===== config.mk =====
export PLATFORM = sky130hd
export DESIGN_NAME = alu_issue_ctrl
export DESIGN_NICKNAME = d
export VERILOG_FILES = /design/src/rtl/alu_issue_ctrl.sv
export SDC_FILE = /design/constraint.sdc
export NUM_CORES = 1
export LEC_CHECK = 0
export BUFFER_PORTS_ARGS = -buffer_cell sky130_fd_sc_hd__buf_4
export CORE_UTILIZATION = 38
export CTS_BUF_LIST = sky130_fd_sc_hd__clkbuf_8 sky130_fd_sc_hd__clkbuf_16
export DETAILED_ROUTE_END_ITERATION = 10
export PLACE_DENSITY_LB_ADDON = 0.3
export SLEW_MARGIN = 25
export SYNTH_ARGS = -nofsm -noshare
export SYNTH_HDL_FRONTEND = slang
export SYNTH_SLANG_ARGS = --single-unit

===== constraint.sdc =====
create_clock -name clk -period 4.29 [get_ports clk]
set_input_delay 0.429 -clock clk [delete_from_list [all_inputs] [get_ports clk]]
set_output_delay 0.429 -clock clk [all_outputs]
set_load 0.05 [all_outputs]

===== src/rtl/alu_issue_ctrl.sv =====
// alu_issue_ctrl: multi-cycle issue controller in front of the datapath ALU.
// Accepts one decoded MIPS instruction per handshake, drives the ALU for
// exactly one cycle (EXEC), captures the result and presents it to the next
// stage on a valid/ready handshake (RESP).
// Optional feature macro: ALU_ISSUE_BACK2BACK_EN -- allows a new packet to be
// accepted on the same edge that the current result is consumed (RESP->EXEC).
module alu_issue_ctrl #(
  parameter int DATA_W = 32  // ALU interface is fixed at 32 bits
) (
  input  logic              clk,
  input  logic              rst,
  input  logic              in_valid,
  output logic              in_ready,
  input  logic [31:0]       in_instr,
  input  logic [DATA_W-1:0] in_rs_val,
  input  logic [DATA_W-1:0] in_rt_val,
  output logic [3:0]        alu_ct,
  output logic [DATA_W-1:0] alu_src1,
  output logic [DATA_W-1:0] alu_src2,
  input  logic [DATA_W-1:0] alu_res,
  input  logic              alu_zero,
  output logic              out_valid,
  input  logic              out_ready,
  output logic [DATA_W-1:0] out_res,
  output logic [1:0]        out_kind,
  output logic              out_taken,
  output logic [7:0]        illegal_cnt
);

  typedef enum logic [1:0] {
    S_IDLE = 2'd0,
    S_EXEC = 2'd1,
    S_RESP = 2'd2
  } state_t;

  localparam logic [3:0] CT_NOP = 4'b0000;
  localparam logic [3:0] CT_ADD = 4'b0010;
  localparam logic [3:0] CT_SUB = 4'b0110;

  localparam logic [1:0] K_REG = 2'b00;
  localparam logic [1:0] K_MEM = 2'b01;
  localparam logic [1:0] K_BR  = 2'b10;
  localparam logic [1:0] K_ILL = 2'b11;

  state_t              state_q, state_d;
  logic [3:0]          alu_ct_q, alu_ct_d;
  logic [DATA_W-1:0]   src1_q, src1_d;
  logic [DATA_W-1:0]   src2_q, src2_d;
  logic [1:0]          kind_pend_q, kind_pend_d;  // kind of the packet in EXEC
  logic                bne_q, bne_d;              // invert zero flag for bne
  logic [DATA_W-1:0]   out_res_q, out_res_d;
  logic [1:0]          out_kind_q, out_kind_d;
  logic                out_taken_q, out_taken_d;
  logic [7:0]          illegal_cnt_q, illegal_cnt_d;

  // Decode results for the packet currently on the input port
  logic [5:0]          dec_opcode;
  logic [5:0]          dec_funct;
  logic [DATA_W-1:0]   dec_imm_sext;
  logic [3:0]          dec_ct;
  logic [DATA_W-1:0]   dec_src1;
  logic [DATA_W-1:0]   dec_src2;
  logic [1:0]          dec_kind;
  logic                dec_bne;
  logic                accept;

  // Register-number fields are resolved upstream; only opcode/funct/imm matter here
  logic                unused_instr_bits;
  assign unused_instr_bits = ^in_instr[25:16];

  // Instruction decode: pick ALU op, operands and result class
  always_comb begin
    dec_opcode   = in_instr[31:26];
    dec_funct    = in_instr[5:0];
    dec_imm_sext = {{(DATA_W-16){in_instr[15]}}, in_instr[15:0]};
    dec_ct       = CT_NOP;
    dec_src1     = '0;
    dec_src2     = '0;
    dec_kind     = K_ILL;
    dec_bne      = 1'b0;
    case (dec_opcode)
      6'b000000: begin
        if (dec_funct == 6'b100000) begin
          dec_ct   = CT_ADD;
          dec_src1 = in_rs_val;
          dec_src2 = in_rt_val;
          dec_kind = K_REG;
        end else if (dec_funct == 6'b100010) begin
          dec_ct   = CT_SUB;
          dec_src1 = in_rs_val;
          dec_src2 = in_rt_val;
          dec_kind = K_REG;
        end
      end
      6'b100011, 6'b101011: begin
        dec_ct   = CT_ADD;
        dec_src1 = in_rs_val;
        dec_src2 = dec_imm_sext;
        dec_kind = K_MEM;
      end
      6'b000100: begin
        dec_ct   = CT_SUB;
        dec_src1 = in_rs_val;
        dec_src2 = in_rt_val;
        dec_kind = K_BR;
      end
      6'b000101: begin
        dec_ct   = CT_SUB;
        dec_src1 = in_rs_val;
        dec_src2 = in_rt_val;
        dec_kind = K_BR;
        dec_bne  = 1'b1;
      end
      default: ;
    endcase
  end

  // Input readiness from registered state (plus out_ready in back-to-back mode)
  always_comb begin
`ifdef ALU_ISSUE_BACK2BACK_EN
    in_ready = (state_q == S_IDLE) || ((state_q == S_RESP) && out_ready);
`else
    in_ready = (state_q == S_IDLE);
`endif
    accept = in_valid && in_ready;
  end

  // Next-state logic: ALU drive is zero unless the next cycle is EXEC
  always_comb begin
    state_d       = state_q;
    alu_ct_d      = CT_NOP;
    src1_d        = '0;
    src2_d        = '0;
    kind_pend_d   = kind_pend_q;
    bne_d         = bne_q;
    out_res_d     = out_res_q;
    out_kind_d    = out_kind_q;
    out_taken_d   = out_taken_q;
    illegal_cnt_d = illegal_cnt_q;

    case (state_q)
      S_EXEC: begin
        // Illegal packets never look at alu_res; the ALU may output anything
        out_res_d   = (kind_pend_q == K_ILL) ? '0 : alu_res;
        out_kind_d  = kind_pend_q;
        out_taken_d = (kind_pend_q == K_BR) ? (alu_zero ^ bne_q) : 1'b0;
        state_d     = S_RESP;
      end
      S_RESP: begin
        if (out_ready) begin
          state_d = S_IDLE;
        end
      end
      default: ;
    endcase

    // Acceptance overrides the case above so RESP->EXEC works in back-to-back mode
    if (accept) begin
      state_d     = S_EXEC;
      alu_ct_d    = dec_ct;
      src1_d      = dec_src1;
      src2_d      = dec_src2;
      kind_pend_d = dec_kind;
      bne_d       = dec_bne;
      if ((dec_kind == K_ILL) && (illegal_cnt_q != 8'hFF)) begin
        illegal_cnt_d = illegal_cnt_q + 8'd1;
      end
    end
  end

  // State and output registers; reset aborts any in-flight packet
  always_ff @(posedge clk or posedge rst) begin
    if (rst) begin
      state_q       <= S_IDLE;
      alu_ct_q      <= CT_NOP;
      src1_q        <= '0;
      src2_q        <= '0;
      kind_pend_q   <= K_REG;
      bne_q         <= 1'b0;
      out_res_q     <= '0;
      out_kind_q    <= K_REG;
      out_taken_q   <= 1'b0;
      illegal_cnt_q <= 8'd0;
    end else begin
      state_q       <= state_d;
      alu_ct_q      <= alu_ct_d;
      src1_q        <= src1_d;
      src2_q        <= src2_d;
      kind_pend_q   <= kind_pend_d;
      bne_q         <= bne_d;
      out_res_q     <= out_res_d;
      out_kind_q    <= out_kind_d;
      out_taken_q   <= out_taken_d;
      illegal_cnt_q <= illegal_cnt_d;
    end
  end

  assign alu_ct      = alu_ct_q;
  assign alu_src1    = src1_q;
  assign alu_src2    = src2_q;
  assign out_valid   = (state_q == S_RESP);
  assign out_res     = out_res_q;
  assign out_kind    = out_kind_q;
  assign out_taken   = out_taken_q;
  assign illegal_cnt = illegal_cnt_q;

endmodule


Word level (Yosys, flattened, before mapping)
Index checks and enable logic that the tools add are counted.
{ "word_totals": {"ff_bits": 116, "latchBits": 0, "ram_bits": 0, "rom_bits": 0, "in_bits": 133, "word_cells": 56, "n_memories": 0} }
{ "classes": {"add_sub_neg": 1, "n_mul": 0, "div_mod_pow": 0, "magnitude_cmp": 0, "n_eq_ne": 13, "shift": 0, "muxes": 21, "bitwise": 1, "n_reduce_logical": 10} }
{ "op_table": {"columns": ["op", "count"], "rows": [
  ["2-to-1 mux 32 bit", 7],
  ["one-hot mux 32 bit (3 select lines)", 1],
  ["one-hot mux 32 bit (2 select lines)", 1],
  ["== test 6 bit (second input constant)", 4],
  ["== test 6 x 3 -> 1 bit (second input constant)", 2],
  ["one-hot mux 3 bit (3 select lines)", 1],
  ["adder 8 x 1 -> 8 bit (second input constant)", 1],
  ["== test 2 bit (second input constant)", 4],
  ["2-to-1 mux 2 bit", 4],
  ["!= test 8 bit (second input constant)", 1],
  ["logical NOT 6 bit", 1],
  ["2-to-1 mux 3 bit", 2],
  ["one-hot mux 2 bit (3 select lines)", 1],
  ["2-to-1 mux 4 bit", 1],
  ["one-hot mux 2 bit (2 select lines)", 1],
  ["AND reduction 2 bit", 2],
  ["OR reduction 2 bit", 2],
  ["OR reduction 4 bit", 1],
  ["!= test 3 x 1 -> 1 bit (second input constant)", 1],
  ["nonzero test 3 bit", 1],
  ["== test 2 x 1 -> 1 bit (second input constant)", 1],
  ["logical AND 1 bit", 2],
  ["logical NOT 2 bit", 1],
  ["2-to-1 mux 1 bit", 2],
  ["bitwise XOR 1 bit", 1]
]} }

Depth between registers and ports, before layout
{ "logic_depth": {"depth_word": 7, "mapped_depth": 6, "ltp_nobuf": 5} }

Least setup slack after synthesis
OpenSTA, ideal clock, no wires.
{ "synth_timing": {"kind": "flip-flop to flip-flop", "start": "register illegal_cnt_q[2], in the netlist illegal_cnt[2]", "end": "register illegal_cnt_q[1], in the netlist illegal_cnt[1]", "setup_ps": 125, "arrival_time_ps": 1668, "t_required_ps": 4165, "setup_slack_ps": 2497, "path_stages_with_launch": 5, "cell_sequence": "dfrtp_1 -> and4_1 -> a41oi_2 -> nand4_4 -> mux2_2"} }
{ "synth_via": {"elab_chain_len": 3} }
{ "synth_lines": {"columns": ["element", "line", "source"], "rows": [
  ["start: declaration", "54", "logic [7:0] illegal_cnt_q, illegal_cnt_d;"],
  ["start signal: assignment", "194", "illegal_cnt_q <= illegal_cnt_d;"],
  ["!= test 8 bit", "165", "if ((dec_kind == K_ILL) && (illegal_cnt_q != 8'hFF)) begin"],
  ["logical AND 1 bit", "165", null],
  ["AND reduction 2 bit (no line)", null, null]
]} }
Every way passes these cells.
A chain may end at the register's enable or synchronous reset.

Final worst setup path
{ "layout_timing": {"start": "register state_q[0]", "end": "register illegal_cnt_q[1], in the netlist illegal_cnt[1]"} }
{ "layout_via": {"elab_chain_len": 3} }
{ "layout_lines": {"columns": ["element", "line", "source"], "rows": [
  ["start: declaration", "45", "state_t state_q, state_d;"],
  ["start signal: assignment", "185", "state_q <= state_d;"],
  ["logical NOT 2 bit", "123", "in_ready = (state_q == S_IDLE);"],
  ["logical AND 1 bit", "125", "accept = in_valid && in_ready;"],
  ["AND reduction 2 bit (no line)", null, null]
]} }
Every way passes these cells.

==> metrics.txt <==
root buffer cell clkbuf_8; die width 107 µm; Clock Tree Buf Depth 2; ys flop type dfrtp_1; DRT Pass-1 Iters 5; routed vias/inst 4.66; Synth Instances 330; most used routing layer met2; max incr delay on CP 0.58 ns; GRT met3 Usage 5.47%; CTS tree yes; hpwl dp 7360 µm; DR vias 3339; CP cell instances or3b_1 > a41oi_2 > nand4_4 > mux2_2; DR WL/cell 14.7 µm; number of gates resized after cts 0; area grow syn2layout 59.2%; postcts setup bufs 0; mapped cell area 4200 µm²; Mean Syn Cell Area 12.7 µm²; CTS H-tree depth 4; Lkg Pwr 3.45 nW; PortBufs 233; Max Cap Viol 0; share of cells above drive strength 1 48.4%; Worst Hold Class input port to async pin; Initial Util 38.9%; global-route wire length before repair 16200 µm; number of global-route vias before repair 3324; most common cell after layout, fill and taps aside buf_4; WP data required 4.67 ns; total I/O pin count 246; initial antenna violation count 0; worst slew pin tran 0.913 ns; number of synthesized register bits 114; maximum VDD drop 477 µV; grt met2 use 32.6%; met1 usage 21.5%; final setup TNS 0 ns; crit path max-delay cell type or3b_1; Die H 107 µm; Post-synth ARST share 100%; nature of the critical path startpoint register; number of buffers and inverters on the critical path 0; CP Max Fanout 10; Global Route Usage Sum 18.7%; Post-CTS Hold Fix Bufs 0; sequential-to-total area share from yosys stat 68.0%; drt drc 0; fin. max-slew vios 0; # fillers 870; final hold slack 0.122 ns; PD cells 666 nW/µm²; ANT cells 0; grt ovf 0; worst-skew pair later-pin latency 0.50 ns; Sink Count 114; EDFF count, synth 0; Crit path max-delay family simple AND/OR/NAND/NOR gates; Tmin final 1.93 ns; Multi-input gate area 1240 µm²; RSZ-0062 raised after global routing false; Max-Slew Margin vs Limit 39.1%; Fin. Hold Viols 0; critical path type register to register; nets 697; most frequent cells in the layout buf_4, dfrtp_1, a22o_1, and2_1, nand2_1; core region area 10800 µm²; largest net degree at the start of global routing 76; Final setup violation count 0; Worst-path clk slew 0.06 ns; Yosys warnings 0; Reg area 2850 µm²; full die area 11500 µm²; crit path DAT 2.31 ns; post-route ant nets 0; final critical-path share of the clock period 45.0%; WL final 10500 µm; clk_skew 0.00975 ns; max frequency 518 MHz; clock buffer count from CTS 17; Iteration-0 DRC Markers 183; Netlist cell types 35; outcome finished clean; Final Wtd Congestion 0.724; std cell rows 38; Setup crit end kind register
==> state kept, by name (all words and copies together), names as in the netlist <==
signal,count
illegal_cnt,8
bne_q,1
alu_ct,2
state_q,2
out_taken,1
out_res,32
alu_src1,32
out_kind,2
alu_src2,32
kind_pend_q,2
==> cell usage after synthesis (2+ instances only) <==
library cell,count,area [µm²]
a21oi_1,18,90.1
a22o_1,32,280
a22oi_1,15,113
and2_1,32,200
and4_1,2,17.5
buf_2,7,35.0
buf_4,2,15.0
clkbuf_1,12,45.0
dfrtp_1,114,2850
inv_1,4,15.0
mux2_2,3,33.8
nand2_1,31,116
nand3_1,3,15.0
nand3b_1,2,15.0
nand4_1,2,12.5
nor2_1,21,78.8
nor3_2,3,30.0
o21ai_0,4,20.0
xor2_1,7,61.3
==> metrics by stage <==
step           instance area [µm²]  instances  util, %  power (mW)  worst slack, ns
2_1_floorplan                 4200        331        -        2.50            0.845
3_3_place_gp                  6040        684     56.0        2.98             1.58
3_5_place_dp                  6050        684     56.1        3.01             1.47
4_1_cts                       6680        716     61.9        4.49             1.98
5_1_grt                       6680        716     61.9        4.64             2.18
6_report                      6680        716     61.9        4.45             2.36
==> layer usage <==
| metal | wire (µm) | share of wire [%] | vias up |
|---|---|---|---|
| li1 | - | - | 1604 |
| met1 | 4240 | 40 | 1587 |
| met2 | 5420 | 51 | 140 |
| met3 | 772 | 7.3 | 8 |
| met4 | 110 | 1.0 | 0 |
| met5 | 0 | 0 | - |
==> final timing paths <==
check | from | to | slack, ns | cells after the start
worst max register to register | state_q[0] | illegal_cnt[1] | 2.36 | 4
min in group clk | in_rs_val[15] | alu_src1[15] | 0.13 | 2
max in group asynchronous | rst | alu_src1[4] | 3.08 | 3
worst max-delay path | state_q[0] | illegal_cnt[1] | 2.36 | 4
worst min-delay path | rst | alu_src1[29] | 0.12 | 2
worst min register to register | out_taken | out_taken | 0.49 | 2
==> kinds of logic after synthesis <==
group	Yosys count	synth area share (%)
flip-flops	114	68.0
AND/OR/NAND/NOR	104	13.2
AO/OA/AOI/OAI	73	13.1
buffers and inverters	26	2.89
XOR/XNOR	8	1.67
multiplexers	3	0.805
adder cells (fa/ha/maj)	1	0.298
other	1	0.0894
==> final cells by class <==
cell class	count	share of cell area [%]
clock inverters	11	2.38
repair buffers	235	26.4
inverters	4	0.262
clock buffers	21	7.02
multi-input cells	191	18.6
flip-flops and latches	114	42.7
well taps	140	2.62
==> where the power goes <==
group / leakage [nW] / internal (mW) / switching (mW) / total (mW)
clock: 0.316 / 0.998 / 0.464 / 1.46
sequential: 1.52 / 1.28 / 0.150 / 1.43
combinational: 1.61 / 0.530 / 1.02 / 1.55
==> worst register-to-register path, delay by kind of cell (launching register included) <==
family / cells / cell delay, ns
mux: 1 / 0.33
flops: 1 / 0.42
simple gates: 2 / 0.78
compound gates: 1 / 0.29
Power figures use the tool's default switching activity.
